**config.mk**
```make
export PLATFORM = sky130hd
export DESIGN_NAME = hilo_muldiv_seq
export DESIGN_NICKNAME = d
export VERILOG_FILES = /design/src/rtl/muldiv_pkg.sv /design/src/rtl/muldiv_step.sv /design/src/rtl/hilo_muldiv_seq.sv
export SDC_FILE = /design/constraint.sdc
export NUM_CORES = 1
export LEC_CHECK = 0
export CAP_MARGIN = 20
export CORE_MARGIN = 2
export CORE_UTILIZATION = 40
export CTS_CLUSTER_DIAMETER = 120
export DETAILED_ROUTE_END_ITERATION = 6
export PLACE_DENSITY_LB_ADDON = 0.05
export SYNTH_ARGS = -nofsm -noshare
export SYNTH_HDL_FRONTEND = slang
export SYNTH_SLANG_ARGS = --single-unit
```
**constraint.sdc**
```tcl
create_clock -name clk -period 6.75 [get_ports clk]
set_clock_uncertainty 0.05 [all_clocks]
set_input_delay 1.0125 -clock clk [delete_from_list [all_inputs] [get_ports clk]]
set_output_delay 1.0125 -clock clk [all_outputs]
set_load 0.005 [all_outputs]
```
**src/rtl/muldiv_pkg.sv**
```systemverilog
// Shared types for the HI/LO multiply/divide sequencer.
package muldiv_pkg;

    localparam int MD_WIDTH = 32;

    typedef enum logic [1:0] {
        MD_MULT  = 2'b00,
        MD_MULTU = 2'b01,
        MD_DIV   = 2'b10,
        MD_DIVU  = 2'b11
    } muldiv_op_t;

    // Op encodings already own MD_DIV, so the state literals use an ST_ prefix.
    typedef enum logic [1:0] {
        ST_IDLE,
        ST_MUL,
        ST_DIV,
        ST_FIX
    } md_state_t;

    function automatic logic op_is_signed(input muldiv_op_t op);
        return (op == MD_MULT) || (op == MD_DIV);
    endfunction

endpackage

```
**src/rtl/muldiv_step.sv**
```systemverilog
// One iteration of the sequencer: shift-add multiply (LSB first) or
// restoring shift-subtract divide (quotient MSB first).
module muldiv_step #(
    parameter int WIDTH = 32
) (
    input  logic             is_div_i,
    input  logic [WIDTH-1:0] hi_i,
    input  logic [WIDTH-1:0] lo_i,
    input  logic [WIDTH-1:0] b_i,
    output logic [WIDTH-1:0] hi_o,
    output logic [WIDTH-1:0] lo_o
);

    logic [WIDTH:0] sum;
    logic [WIDTH:0] sh;
    logic           ge;

    always_comb begin
        sum = {1'b0, hi_i} + (lo_i[0] ? {1'b0, b_i} : '0);
        sh  = {hi_i, lo_i[WIDTH-1]};
        ge  = (sh >= {1'b0, b_i});
        if (is_div_i) begin
            // When ge holds the true difference is below b, so WIDTH bits suffice.
            hi_o = ge ? (sh[WIDTH-1:0] - b_i) : sh[WIDTH-1:0];
            lo_o = {lo_i[WIDTH-2:0], ge};
        end else begin
            hi_o = sum[WIDTH:1];
            lo_o = {sum[0], lo_i[WIDTH-1:1]};
        end
    end

endmodule

```
**src/rtl/hilo_muldiv_seq.sv**
```systemverilog
// Iterative MULT/MULTU/DIV/DIVU sequencer owning HI/LO.
// Optional multiply early termination: define MULDIV_EARLY_OUT_EN.
module hilo_muldiv_seq
    import muldiv_pkg::*;
#(
    parameter int WIDTH = MD_WIDTH
) (
    input  logic             clk,
    input  logic             reset,
    input  logic             clk_enable,
    input  logic             start,
    input  logic [1:0]       op,
    input  logic [WIDTH-1:0] operand_a,
    input  logic [WIDTH-1:0] operand_b,
    input  logic             hi_wr_en,
    input  logic             lo_wr_en,
    input  logic [WIDTH-1:0] wr_data,
    input  logic             hilo_read_req,
    output logic [WIDTH-1:0] hi_read,
    output logic [WIDTH-1:0] lo_read,
    output logic             busy,
    output logic             done,
    output logic             stall
);

    localparam int CNT_W = $clog2(WIDTH) + 1;

    md_state_t        state_q, state_d;
    logic [CNT_W-1:0] cnt_q, cnt_d;
    logic [WIDTH-1:0] acc_hi_q, acc_hi_d, acc_lo_q, acc_lo_d, b_q, b_d;
    logic [WIDTH-1:0] hi_q, hi_d, lo_q, lo_d;
    logic             neg_lo_q, neg_lo_d, neg_hi_q, neg_hi_d;
    logic             is_div_q, is_div_d, done_q, done_d;

    muldiv_op_t         op_t;
    logic               sgn, a_neg, b_neg, div0;
    logic [WIDTH-1:0]   mag_a, mag_b, step_hi, step_lo, quo, rem;
    logic [2*WIDTH-1:0] prod;
`ifdef MULDIV_EARLY_OUT_EN
    logic [WIDTH-1:0]   pend_mask;
`endif

    muldiv_step #(.WIDTH(WIDTH)) u_step (
        .is_div_i (state_q == ST_DIV),
        .hi_i     (acc_hi_q),
        .lo_i     (acc_lo_q),
        .b_i      (b_q),
        .hi_o     (step_hi),
        .lo_o     (step_lo)
    );

    always_comb begin
        op_t  = muldiv_op_t'(op);
        sgn   = op_is_signed(op_t);
        // Divide-by-zero runs unsigned on the raw dividend: the restoring
        // sequence then leaves HI=operand_a and LO=all ones by itself.
        div0  = op[1] && (operand_b == '0);
        a_neg = sgn && !div0 && operand_a[WIDTH-1];
        b_neg = sgn && !div0 && operand_b[WIDTH-1];
        mag_a = a_neg ? -operand_a : operand_a;
        mag_b = b_neg ? -operand_b : operand_b;

        prod = {acc_hi_q, acc_lo_q};
`ifdef MULDIV_EARLY_OUT_EN
        prod      = prod >> cnt_q;
        pend_mask = ~({WIDTH{1'b1}} << (cnt_q - 1'b1));
`endif
        if (neg_lo_q) prod = -prod;
        quo = neg_lo_q ? -acc_lo_q : acc_lo_q;
        rem = neg_hi_q ? -acc_hi_q : acc_hi_q;

        state_d  = state_q;
        cnt_d    = cnt_q;
        acc_hi_d = acc_hi_q;
        acc_lo_d = acc_lo_q;
        b_d      = b_q;
        neg_lo_d = neg_lo_q;
        neg_hi_d = neg_hi_q;
        is_div_d = is_div_q;
        hi_d     = hi_q;
        lo_d     = lo_q;
        done_d   = 1'b0;

        case (state_q)
            ST_IDLE: begin
                if (hi_wr_en) hi_d = wr_data;
                if (lo_wr_en) lo_d = wr_data;
                if (start) begin
                    is_div_d = op[1];
                    cnt_d    = CNT_W'(WIDTH);
                    acc_hi_d = '0;
                    if (op[1]) begin
                        acc_lo_d = mag_a;
                        b_d      = mag_b;
                        neg_lo_d = a_neg ^ b_neg;
                        neg_hi_d = a_neg;
                        state_d  = ST_DIV;
                    end else begin
                        acc_lo_d = mag_b;
                        b_d      = mag_a;
                        neg_lo_d = a_neg ^ b_neg;
                        neg_hi_d = 1'b0;
                        state_d  = ST_MUL;
`ifdef MULDIV_EARLY_OUT_EN
                        if (mag_b == '0) state_d = ST_FIX;
`endif
                    end
                end
            end
            ST_MUL, ST_DIV: begin
                acc_hi_d = step_hi;
                acc_lo_d = step_lo;
                cnt_d    = cnt_q - 1'b1;
                if (cnt_q == CNT_W'(1)) state_d = ST_FIX;
`ifdef MULDIV_EARLY_OUT_EN
                if (state_q == ST_MUL && (step_lo & pend_mask) == '0) state_d = ST_FIX;
`endif
            end
            ST_FIX: begin
                if (is_div_q) begin
                    hi_d = rem;
                    lo_d = quo;
                end else begin
                    hi_d = prod[2*WIDTH-1:WIDTH];
                    lo_d = prod[WIDTH-1:0];
                end
                done_d  = 1'b1;
                state_d = ST_IDLE;
            end
            default: state_d = ST_IDLE;
        endcase
    end

    always_ff @(posedge clk or negedge reset) begin
        if (!reset) begin
            state_q  <= ST_IDLE;
            cnt_q    <= '0;
            acc_hi_q <= '0;
            acc_lo_q <= '0;
            b_q      <= '0;
            neg_lo_q <= 1'b0;
            neg_hi_q <= 1'b0;
            is_div_q <= 1'b0;
            hi_q     <= '0;
            lo_q     <= '0;
            done_q   <= 1'b0;
        end else if (clk_enable) begin
            state_q  <= state_d;
            cnt_q    <= cnt_d;
            acc_hi_q <= acc_hi_d;
            acc_lo_q <= acc_lo_d;
            b_q      <= b_d;
            neg_lo_q <= neg_lo_d;
            neg_hi_q <= neg_hi_d;
            is_div_q <= is_div_d;
            hi_q     <= hi_d;
            lo_q     <= lo_d;
            done_q   <= done_d;
        end
    end

    assign hi_read = hi_q;
    assign lo_read = lo_q;
    assign busy    = (state_q != ST_IDLE);
    assign done    = done_q;
    assign stall   = busy & (start | hilo_read_req | hi_wr_en | lo_wr_en);

endmodule

```
Word level (Yosys, flattened, before mapping)
Cells that the tools add are included.
- magnitude comparators: 1
- muxes and demuxes: 29
- equality and inequality tests: 9
- bitwise logic cells: 5
- $add $sub $neg: 8
- reductions and logical operators: 18
- operators with widths (kind ; number):
    two-way mux 32 bit ; 16
    one-hot mux 32 bit (2 select lines) ; 4
    negation 32 bit ; 4
    two-way mux 64 bit ; 1
    negation 64 bit ; 1
    adder 32 x 33 -> 33 bit ; 1
    >= comparator 33 x 32 -> 1 bit ; 1
    logical NOT 32 bit ; 1
    subtractor 32 bit ; 1
    AND reduction 3 bit ; 5
    one-hot mux 6 bit (2 select lines) ; 1
    inequality test 2 bit (second input constant) ; 4
    equality test 2 bit (second input constant) ; 3
    equality test 6 x 1 -> 1 bit (second input constant) ; 1
    two-way mux 2 bit ; 3
    two-way mux 6 bit ; 1
    one-hot mux 2 bit (3 select lines) ; 1
    nonzero test 2 bit ; 3
    subtractor 6 x 1 -> 6 bit (second input constant) ; 1
    logical AND 1 bit ; 4
    logical NOT 2 bit ; 2
    bitwise OR 1 bit ; 3
    equality test 2 x 1 -> 1 bit (second input constant) ; 1
    two-way mux 1 bit ; 2
    other kinds (5) ; 5
- bits of input ports: 105
- output and inout port bits: 67
- bits in registers: 172
- word-level logic and storage cells: 81

Longest topological paths before layout
Gate-level depths: netlist of the first run.
- depth in word-level cells: 9
- gate-level depth with buffers: 13
- mapped depth without buffers: 13

Modules after synthesis
A second synthesis of the first run with hierarchy kept.
- cell total of the unflattened synthesis: 2059
- area, all modules: 16070.4 µm²
- modules (own cells, without submodules) (module ; cells each ; area an instance (µm²) ; sequential area each (µm²) ; instances):
    hilo_muldiv_seq ; 1388 ; 11372.2 ; 4304.1 ; 1
    muldiv_step ; 671 ; 4698.3 ; 0.0 ; 1

Worst setup path after synthesis of the first run
OpenSTA, ideal clock, no wires.
- path type: input port to flip-flop
- start point: input operand_a[6]
- end point: register b_q[29]
- buffers on the path: 0
- slack: 3.182 ns
- library setup time: 0.129 ns
- arrival: 3.388 ns
- data required time: 6.571 ns
- cell stages on the path: 8
- path through: or4_4 > or4_4 > or4_4 > or3_4 > o31ai_4 > xor2_1 > and2_1 > o22ai_1
- longest elaborated chain between the ends: 3
- ends and longest elaborated chain (item ; line ; RTL):
    start: declaration ; hilo_muldiv_seq.sv:13 ; input logic [WIDTH-1:0] operand_a,
    negation 32 bit ; hilo_muldiv_seq.sv:60 ; mag_a = a_neg ? -operand_a : operand_a;
    two-way mux 32 bit ; hilo_muldiv_seq.sv:60 ;
    two-way mux 32 bit ; hilo_muldiv_seq.sv:92 ; if (op[1]) begin
    end signal: assignment ; hilo_muldiv_seq.sv:140 ; b_q <= '0;
    end signal: assignment ; hilo_muldiv_seq.sv:152 ; b_q <= b_d;
    end: declaration ; hilo_muldiv_seq.sv:30 ; logic [WIDTH-1:0] acc_hi_q, acc_hi_d, acc_lo_q, acc_lo_d, b_q, b_d;
Every way passes these cells.
A chain may end at the register's enable or synchronous reset.

Worst setup path after layout of the first run
- start point: input operand_b[0]
- end point: register acc_lo_q[12]
- longest elaborated chain between the ends: 9
- elaborated cells on any way between the ends: 12
- classes of those cells: 1 x add/sub; 5 x mux; 6 x reduce/logical
- ends and longest elaborated chain (item ; line ; RTL):
    start: declaration ; hilo_muldiv_seq.sv:14 ; input logic [WIDTH-1:0] operand_b,
    branches (longest 6 deep; another with negation 32 bit) ; n/a ;
    two-way mux 32 bit (*) ; hilo_muldiv_seq.sv:92 ;
    two-way mux 32 bit (*) ; hilo_muldiv_seq.sv:88 ; if (start) begin
    one-hot mux 32 bit (2 select lines) (*) ; hilo_muldiv_seq.sv:84 ; case (state_q)
    end signal: assignment ; hilo_muldiv_seq.sv:151 ; acc_lo_q <= acc_lo_d;
    end: declaration ; hilo_muldiv_seq.sv:30 ;
Mark *: on every way between the ends. The select of a mux whose other input is x is not followed.

==> results.sh, run 1 <==
export IMPL_final_min_clock_period_ns=4.069
export IMPL_first_pass_iters=5
export IMPL_synth_top_flop_cell="dfrtp_1"
export IMPL_cts_root_buf="clkbuf_16"
export IMPL_cts_resized=0
export IMPL_swShare_pct=50.34
export IMPL_synth_adder_area_share_pct=6.281
export IMPL_slew_violations=0
export IMPL_synth_cells=1941
export IMPL_area_growth_pct=18.08
export IMPL_overflow=0
export IMPL_hp_class="flop to flop"
export IMPL_vias=15034
export IMPL_grt_first_pass_wirelength_um=87060
export IMPL_synthSimpleGateAreaFrac_pct=19.24
export IMPL_final_util_pct=47.81
export IMPL_multi_input_area_sq_mm=0.01021
export IMPL_dieArea_sq_mm=0.03952
export IMPL_worst_slew_margin_rel_pct=27.49
export IMPL_setup_worst_path_end_class="flop"
export IMPL_path_clk_slew_ns=0.07
export IMPL_wl_per_cell_um=22.54
export IMPL_synth_area_sq_mm=0.01518
export IMPL_numPortBuffers=171
export IMPL_synth_yosys_seq_area_share_pct=28.36
export IMPL_yosys_warnings=0
export IMPL_tightest_slew_ns=1.088
export IMPL_cts_buffer_depth=2
export IMPL_synthMuxAreaShare_pct=5.267
export IMPL_critPathArrivalTime_ns=4.36
export IMPL_synthXorXnorAreaFrac_pct=9.867
export IMPL_core_area_sq_mm=0.03749
export IMPL_max_freq_mhz=245.7
export IMPL_vias_per_cell=5.857
export IMPL_pwr_density_cell_mw_per_mm2=484.2
export IMPL_slowest_stage="a21oi_2"
export IMPL_diodes=0
export IMPL_p_int_uw=4310
export IMPL_critPathRequiredTime_ns=7.04
export IMPL_ir_drop_mv=0.2458
export IMPL_synth_top_family_by_area="compound AO/OA/AOI/OAI gates"
export IMPL_ys_types=72
export IMPL_die_y_um=198.8
export IMPL_fin_total_pwr_uw=8679
export IMPL_fin_tns_setup_ns=0
export IMPL_cts_hold_buf=0
export IMPL_cpPeakStageDelay_ns=0.85
export IMPL_period_share_pct=60.29
export IMPL_antenna_found_initial=1
export IMPL_setup_viol=0
export IMPL_crit_path_max_fanout=22
export IMPL_final_hold_viol_count=0
export IMPL_syn_avg_cell_area_sq_um=7.820
export IMPL_regArea_sq_mm=0.004304
export IMPL_rsz0062_at_grt="false"
export IMPL_p_clk_share_pct=12.2
export IMPL_postCtsSetupRepairBufs=0
export IMPL_clkLatencyLatePin_ns=0.47
export IMPL_globalplace_congestion=0.8821
export IMPL_cts_buffers=17
export IMPL_drive_gt1_share_pct=5.496
export IMPL_critPathTopFamily="compound AO/OA/AOI/OAI gates"
export IMPL_nets=2223
export IMPL_async_flop_share_pct=100.0
export IMPL_seqPwrFrac_pct=24.0
export IMPL_dp_hpwl_um=44880
export IMPL_cp_num_buf_inv=3
export IMPL_p_sw_uw=4369
export IMPL_antenna_left=0
export IMPL_synth_edf_count=0
export IMPL_synth_compound_area_share_pct=26.26
export IMPL_rows=71
export IMPL_cap_violations=0
export IMPL_drc=0
export IMPL_p_leak_uw=0.007750
export IMPL_clkSinkCount=172
export IMPL_cts_tree="built"
export IMPL_cts_max_level=4
export IMPL_gr_usage_all_layers_pct=29.43
export IMPL_crit_path_cell_trace="clkdlybuf4s50_1 -> inv_1 -> ha_1 -> nor3b_1 -> and4_1 -> a21oi_2 -> buf_4 -> o41ai_1 -> xnor2_1 -> mux2_2 -> a221o_1"
export IMPL_grt_pass1_vias=14152
export IMPL_status="finished, final reports clean"
export IMPL_syn_nets=2121
export IMPL_combinationalPowerShare_pct=63.8
export IMPL_pin_count=172
export IMPL_critical_path_class="primary input to flop"
export IMPL_grt_start_max_net_pins=87
export IMPL_drt_wl_total_um=57870
export IMPL_critPathLaunchType="primary input"
export IMPL_nFillCells=3722
export IMPL_fp_dieW_um=198.8
export IMPL_initial_core_util_pct=40.49
export IMPL_drtIter0Drc=1285
export IMPL_ys_seq_elements=172
## sequential cells by signal, summed over array words and instances (netlist names), 2 cells and up
name	count
lo_read	32
state_q	2
cnt_q	6
hi_read	32
b_q	32
acc_lo_q	32
acc_hi_q	32
## per-stage QoR
stage | cell area (sq um) | hold WS (ns) | instances | setup WS (ns)
CTS | 17920 | 0.4357 | 2567 | 2.695
global route | 17920 | 0.4517 | 2567 | 2.427
detailed placement | 17320 | 0.4198 | 2535 | 2.211
global placement | 17320 | 0.4105 | 2535 | 2.309
floorplan | 15180 | 0.3993 | 1941 | 3.182
finish | 17920 | 0.4312 | 2567 | 2.681
## worst min-delay path: cells and delay by family, from the launching register on
family / cells / cell delay [ns]
simple gates: 1 / 0.04
flops: 1 / 0.35
compound gates: 1 / 0.06
## power groups by stage
stage	clock [uW]	combinational [uW]	sequential, uW
finish	1060	5540	2090
global route	1110	6090	2140
CTS	1070	5500	2070
detailed placement	0	5480	2090
global placement	0	5440	2080
floorplan	0	3780	1840
## synthesized netlist by cell type (10+ instances only)
library cell / count / share of area (%)
nand2b_1: 20 / 0.82
nand2_1: 207 / 5.1
a22oi_1: 10 / 0.49
o211ai_1: 19 / 0.94
a21o_1: 60 / 3.0
and3_1: 27 / 1.1
nor2b_1: 23 / 0.95
or3_1: 18 / 0.74
nand3_1: 39 / 1.3
or4_1: 17 / 0.84
xnor2_1: 82 / 4.7
mux2i_1: 45 / 3.0
a21oi_1: 166 / 5.5
inv_1: 79 / 2.0
a31oi_1: 22 / 0.91
mux2_2: 31 / 2.3
nor2_1: 141 / 3.5
o41ai_1: 10 / 0.58
ha_1: 73 / 6.0
a221oi_1: 10 / 0.58
nand4_1: 14 / 0.58
nor3_1: 41 / 1.4
xor2_1: 89 / 5.1
o31ai_1: 26 / 1.3
a211oi_1: 28 / 1.4
dfrtp_1: 172 / 28
nor4_1: 13 / 0.54
clkbuf_1: 93 / 2.3
o21a_1: 11 / 0.54
o21ai_0: 220 / 7.3
## final timing paths
| path | depth (start not counted) | startpoint | slack (ns) | end |
|---|---|---|---|---|
| max | 11 | operand_b[0] | 2.68 | acc_lo_q[12]$_DFFE_PN0P_ |
| min | 2 | hi_read[31]$_DFFE_PN0P_ | 0.43 | hi_read[31]$_DFFE_PN0P_ |
| max reg2reg | 13 | acc_lo_q[0]$_DFFE_PN0P_ | 2.74 | acc_hi_q[29]$_DFFE_PN0P_ |
| min reg2reg | 2 | hi_read[31]$_DFFE_PN0P_ | 0.43 | hi_read[31]$_DFFE_PN0P_ |
| max in group asynchronous | 2 | reset | 4.75 | acc_hi_q[13]$_DFFE_PN0P_ |
| min in group asynchronous | 1 | reset | 0.55 | lo_read[6]$_DFFE_PN0P_ |
## cell type report
class / instances / area share (%)
tap: 511 / 3.567
clock buffer: 19 / 2.471
sequential: 172 / 24.02
inverter: 80 / 1.676
timing repair buffer: 192 / 10.41
clock inverter: 13 / 0.8936
multi-input combinational: 1580 / 56.97
## cells in the final DEF, fill, tap and decap left out, drive strengths merged, types with 39 or more instances in the layout
cell type and count:
nand3 39, xor2 89, nand2 207, nor2 141, a21oi 166, dfrtp 172, inv 82, clkdlybuf4s50 169
a21o 60, nor3 41, mux2i 45, ha 73, xnor2 82, o21ai 226
## metal layers
| layer | routed length [um] | share of wire (%) | up-vias | GRT usage (%) |
|---|---|---|---|---|
| li1 | - | - | 7224 | - |
| met2 | 25790 | 45 | 603 | 46.46 |
| met5 | 0 | 0 | - | 0 |
| met1 | 25860 | 45 | 7128 | 40.80 |
| met3 | 4383 | 7.6 | 79 | 4.476 |
| met4 | 1835 | 3.2 | 0 | 10.45 |
## cells by family (layout without fill, tap and decap cells)
family / count (synthesis) / after routing
flops: 172 / 172
compound gates: 651 / 651
fa+ha+maj: 75 / 75
xor+xnor: 171 / 171
mux: 76 / 76
simple gates: 607 / 607
buf+inv: 189 / 304
No activity file was read; power rests on OpenSTA's default activity.
==> run 2, diff against run 1 <==
==> constraint.sdc (replaced) <==
create_clock -name clk -period 3.4 [get_ports clk]
set_clock_uncertainty 0.05 [all_clocks]
set_input_delay 0.51 -clock clk [delete_from_list [all_inputs] [get_ports clk]]
set_output_delay 0.51 -clock clk [all_outputs]
set_load 0.005 [all_outputs]
==> run 2 against run 1 <==
Against the previous run: final cell count up 8.8%; critical path depth grew 4; via count is 6.2% higher; sequential share of layout area down 2.2 points; non-clock buffer count grew 227; design area is 10% higher; wire length rose by 3.9%; worst hold slack got worse by 0.0033 ns; clock power is 80% higher; global-route usage grew 1.3 points.
==> results.sh, run 2 (same netlist as run 1, synthesis figures left out) <==
export IMPL_status="finished, final reports clean"
export IMPL_p_clk_share_pct=10.3
export IMPL_hp_class="flop to flop"
export IMPL_seqPwrFrac_pct=20.0
export IMPL_dieArea_sq_mm=0.03952
export IMPL_overflow=0
export IMPL_placed_cell_area_sq_mm=0.01906
export IMPL_vias=15961
export IMPL_numPortBuffers=171
export IMPL_slew_violations=0
export IMPL_cts_buffer_depth=2
export IMPL_clkLatencyLatePin_ns=0.46
export IMPL_cts_buffers=17
export IMPL_area_growth_pct=30.20
export IMPL_holdPathEnd="lo_read[27]$_DFFE_PN0P_"
export IMPL_p_leak_uw=0.008855
export IMPL_fp_dieW_um=198.8
export IMPL_critPathRequiredTime_ns=3.67
export IMPL_ir_drop_mv=0.4916
export IMPL_final_area_sq_mm=0.01976
export IMPL_worst_slew_margin_rel_pct=43.29
export IMPL_combinationalPowerShare_pct=69.7
export IMPL_holdCritStartpoint="lo_read[27]$_DFFE_PN0P_"
export IMPL_fin_tns_setup_ns=0
export IMPL_wl_per_cell_um=21.52
export IMPL_grt_pass1_vias=15121
export IMPL_swShare_pct=48.56
export IMPL_drc=0
export IMPL_period_share_pct=97.07
export IMPL_whs_path_depth=1
export IMPL_fin_hold_ws_ns=0.4280
export IMPL_final_cell_mix="238 x buf_4, 217 x o21ai_0, 206 x nand2_1"
export IMPL_initial_core_util_pct=40.49
export IMPL_critPathLaunchType="flop"
export IMPL_path_clk_slew_ns=0.08
export IMPL_vias_per_cell=5.713
export IMPL_first_pass_iters=5
export IMPL_pin_count=172
export IMPL_drt_wl_total_um=60120
export IMPL_drive_gt1_share_pct=15.82
export IMPL_core_area_sq_mm=0.03749
export IMPL_regToRegSetupSlack_ns=0.1
export IMPL_nFillCells=3731
export IMPL_fin_cells=2794
export IMPL_setup_worst_path_end_class="flop"
export IMPL_die_y_um=198.8
export IMPL_crit_start="b_q[0]$_DFFE_PN0P_"
export IMPL_placedCellCount=2756
export IMPL_p_int_uw=9513
export IMPL_cap_violations=0
export IMPL_cts_max_level=4
export IMPL_p_sw_uw=8981
export IMPL_rr_worst_depth=15
export IMPL_tightest_slew_ns=0.8506
export IMPL_grt_first_pass_wirelength_um=91610
export IMPL_worstReg2RegEnd="acc_hi_q[30]$_DFFE_PN0P_"
export IMPL_rows=71
export IMPL_max_freq_mhz=303.0
export IMPL_final_common_cell="buf_4"
export IMPL_setup_viol=0
export IMPL_drtIter0Drc=1378
export IMPL_critical_path_class="flop to flop"
export IMPL_clkSinkCount=172
export IMPL_final_hold_viol_count=0
export IMPL_critPathArrivalTime_ns=3.57
export IMPL_pwr_density_cell_mw_per_mm2=935.9
export IMPL_grt_start_max_net_pins=78
export IMPL_nets=2450
export IMPL_dp_hpwl_um=47800
export IMPL_final_util_pct=52.71
export IMPL_r2r_start="b_q[0]$_DFFE_PN0P_"
export IMPL_globalplace_congestion=0.9323
export IMPL_crit_path_max_fanout=5
export IMPL_antenna_left=0
export IMPL_final_min_clock_period_ns=3.300
export IMPL_cts_root_buf="clkbuf_16"
export IMPL_cts_tree="built"
export IMPL_gr_usage_all_layers_pct=30.72
export IMPL_antenna_found_initial=0
run 2: changes by cell type in the layout (fill, tap and decap cells not counted), moves of 3 or more:
cell,change
a21oi_1,-4
a21oi_2,+4
buf_12,+7
buf_4,+217
clkinv_4,-4
clkinvlp_4,+4
inv_1,-3
inv_2,+3
o21ai_0,-3
o21ai_1,+3
run 2: layout make-up:
class | count | area, sq um | share of cell area (%)
well taps | 511 | 639.4 | 3.235
repair buffers | 419 | 3667 | 18.56
inverters | 80 | 300.3 | 1.520
multi-input cells | 1580 | 10310 | 52.15
clock buffers | 20 | 456.7 | 2.311
diodes | 1 | 2.502 | 0.01266
flip-flops and latches | 172 | 4304 | 21.78
clock inverters | 11 | 85.08 | 0.4305
run 2: worst max-delay path by stage:
stage / cells after the start / slack, ns / endpoint
2_1_floorplan: 13 / 0.26 / acc_hi_q[29]$_DFFE_PN0P_
3_3_place_gp: 10 / -0.26 / acc_lo_q[29]$_DFFE_PN0P_
3_5_place_dp: 10 / -0.26 / acc_lo_q[29]$_DFFE_PN0P_
4_1_cts: 15 / 0.002 / acc_hi_q[30]$_DFFE_PN0P_
5_1_grt: 12 / -0.004 / acc_hi_q[3]$_DFFE_PN0P_
6_report: 15 / 0.1 / acc_hi_q[30]$_DFFE_PN0P_
run 2: what timing repair did:
| action | CTS | global route |
|---|---|---|
| setup endpoints to repair | 3 | 19 |
| gates resized for setup | 2 | 29 |
| hold buffers | 1 | 0 |
| hold endpoints to repair | 21 | 0 |
| setup buffers | 1 | 4 |
| pin swaps | 1 | 12 |
run 2: stage by stage:
stage	setup slack, ns	total power (uW)
2_1_floorplan	0.2572	11150
3_3_place_gp	-0.2551	16140
3_5_place_dp	-0.2566	16260
4_1_cts	0.002364	18210
5_1_grt	-0.003616	19890
6_report	0.09978	18490
run 2: power by group through the flow:
stage          combinational, uW  sequential (uW)  clock (uW)
2_1_floorplan               7500             3640           0
3_3_place_gp               12400             3700           0
3_5_place_dp               12500             3730           0
4_1_cts                    12600             3690        1930
5_1_grt                    14100             3810        2020
6_report                   12900             3700        1910
run 2: per-layer routing:
metal  share of wire [%]  GRT usage, %  wire (um)
met5                   0             0          0
met4                 3.0         9.867       1779
met3                 5.8         2.594       3464
met2                  44         48.45      26640
met1                  47         44.35      28240
run 2: worst max-delay path, stage by stage, from the launching register on:
cell,delay (ns)
dfrtp_1,0.39
buf_6,0.12
ha_4,0.12
inv_2,0.04
fa_2,0.41
a211oi_4,0.28
o211ai_1,0.12
a32oi_1,0.26
o211ai_1,0.20
a31oi_1,0.30
buf_4,0.21
buf_4,0.13
a221oi_1,0.06
and3b_2,0.26
nor3_2,0.11
o22ai_1,0.08
==> run 3, diff against run 2 <==
--- a/config.mk
+++ b/config.mk
@@ -10,7 +10,7 @@
 export CORE_UTILIZATION = 40
 export CTS_CLUSTER_DIAMETER = 120
 export DETAILED_ROUTE_END_ITERATION = 6
-export PLACE_DENSITY_LB_ADDON = 0.05
+export PLACE_DENSITY = 0.6
 export SYNTH_ARGS = -nofsm -noshare
 export SYNTH_HDL_FRONTEND = slang
 export SYNTH_SLANG_ARGS = --single-unit
==> run 3 against run 2 <==
Against the previous run: global-route usage is 0.30 points lower; largest power group unchanged; non-clock buffer count decreased by 38; first-iteration DRC count decreased by 8.4%; register-to-register slack worse by 0.02 ns.
==> results.sh, run 3 (same netlist as run 1, synthesis figures left out) <==
export IMPL_crit_path_max_fanout=11
export IMPL_setup_viol=0
export IMPL_critPathLaunchType="flop"
export IMPL_status="finished, final reports clean"
export IMPL_core_area_sq_mm=0.03749
export IMPL_p_leak_uw=0.008718
export IMPL_regToRegSetupSlack_ns=0.08
export IMPL_clkSinkCount=172
export IMPL_final_hold_viol_count=0
export IMPL_cts_root_buf="clkbuf_16"
export IMPL_ir_drop_mv=0.4184
export IMPL_drtIter0Drc=1262
export IMPL_path_clk_slew_ns=0.07
export IMPL_initial_core_util_pct=40.49
export IMPL_tightest_slew_ns=0.7969
export IMPL_cts_hold_buf=0
export IMPL_p_clk_share_pct=10.9
export IMPL_setup_worst_path_end_class="flop"
export IMPL_final_min_clock_period_ns=3.322
export IMPL_placed_cell_area_sq_mm=0.01887
export IMPL_die_y_um=198.8
export IMPL_first_pass_iters=6
export IMPL_cap_violations=0
export IMPL_critical_path_class="flop to flop"
export IMPL_drt_wl_total_um=59660
export IMPL_gr_usage_all_layers_pct=30.42
export IMPL_p_sw_uw=8986
export IMPL_globalplace_congestion=0.9609
export IMPL_cts_buffers=17
export IMPL_antenna_found_initial=0
export IMPL_fin_cells=2756
export IMPL_pre_cts_slack_ns=-0.3212
export IMPL_worst_slew_margin_rel_pct=46.87
export IMPL_overflow=0
export IMPL_placedCellCount=2723
export IMPL_grt_start_max_net_pins=78
export IMPL_combinationalPowerShare_pct=68.7
export IMPL_grt_first_pass_wirelength_um=90820
export IMPL_dieArea_sq_mm=0.03952
export IMPL_final_common_cell="o21ai_0"
export IMPL_p_int_uw=9540
export IMPL_max_freq_mhz=301.1
export IMPL_fin_ws_ns=0.07835
export IMPL_period_share_pct=97.70
export IMPL_dp_hpwl_um=47510
export IMPL_diodes=0
export IMPL_numPortBuffers=171
export IMPL_hp_class="primary input to async pin"
export IMPL_cts_max_level=4
export IMPL_cts_tree="built"
export IMPL_wl_per_cell_um=21.65
export IMPL_clkLatencyLatePin_ns=0.45
export IMPL_vias=15968
export IMPL_final_cell_mix="213 x o21ai_0, 207 x nand2_1, 198 x buf_4"
export IMPL_fp_dieW_um=198.8
export IMPL_cts_buffer_depth=2
export IMPL_critPathArrivalTime_ns=3.60
export IMPL_seqPwrFrac_pct=20.4
export IMPL_rows=71
export IMPL_pin_count=172
export IMPL_drive_gt1_share_pct=14.25
export IMPL_grt_pass1_vias=15386
export IMPL_drc=0
export IMPL_swShare_pct=48.51
export IMPL_vias_per_cell=5.794
export IMPL_area_growth_pct=28.80
export IMPL_critPathRequiredTime_ns=3.67
export IMPL_nets=2412
export IMPL_antenna_left=0
export IMPL_final_area_sq_mm=0.01955
export IMPL_pwr_density_cell_mw_per_mm2=947.6
export IMPL_fin_total_pwr_uw=18530
export IMPL_fin_tns_setup_ns=0
export IMPL_slew_violations=0
-- run 3: final timing paths --
path                                         start                       end  cells past startpoint
max                        acc_lo_q[0]$_DFFE_PN0P_  acc_hi_q[30]$_DFFE_PN0P_                     17
min                                          reset    lo_read[6]$_DFFE_PN0P_                      1
max reg2reg                acc_lo_q[0]$_DFFE_PN0P_  acc_hi_q[30]$_DFFE_PN0P_                     17
min reg2reg                lo_read[16]$_DFFE_PN0P_   lo_read[16]$_DFFE_PN0P_                      2
max in group asynchronous                    reset  acc_hi_q[22]$_DFFE_PN0P_                      2
min in group clk           lo_read[16]$_DFFE_PN0P_   lo_read[16]$_DFFE_PN0P_                      2
-- run 3: cell type report --
class | count | area [sq um]
multi-input combinational | 1580 | 10310
tap | 511 | 639.4
fill | 3646 | 17940
inverter | 80 | 300.3
timing repair buffer | 381 | 3426
sequential | 172 | 4304
clock buffer | 20 | 436.7
clock inverter | 12 | 135.1
-- run 3: metrics by stage --
step                      utilization [%]  hold slack [ns]
final                               52.15          0.02323
after global routing                52.15          0.05643
after CTS                           51.88          0.03029
after detailed placement            50.32           0.4178
after global placement              50.32           0.4126
after floorplan                         -           0.1644
-- run 3: timing repair --
item | 4_1_cts | 5_1_grt
gates resized for setup | 5 | 27
setup buffers | 0 | 1
pin swaps | 0 | 13
setup endpoints to repair | 5 | 19
-- run 3: power by group through the flow --
stage	clock [uW]	sequential [uW]	combinational, uW
floorplan	0	3640	7500
detailed placement	0	3790	12400
finish	2020	3780	12700
global route	2110	3880	13900
CTS	2030	3750	12500
global placement	0	3760	12300
-- run 3: worst max-delay path, stage by stage, from the launching register on --
cell and delay, ns:
dfrtp_1 0.38, buf_4 0.14, inv_2 0.07, buf_12 0.13
buf_12 0.13, nor2_1 0.06, ha_1 0.37, buf_4 0.17
nand2_1 0.05, o21ai_1 0.10, a21oi_1 0.31, a21oi_1 0.16
buf_4 0.16, o31ai_1 0.25, a32oi_1 0.16, xnor2_1 0.28
a21o_1 0.16, o22ai_1 0.06
-- run 3: routing by layer --
metal | up-vias | share of wire [%] | track usage [%]
met5 | - | 0 | 0
met4 | 0 | 4.6 | 13.99
met3 | 108 | 6.5 | 4.849
met2 | 595 | 44 | 48.69
met1 | 7667 | 44 | 40.30
li1 | 7598 | - | -
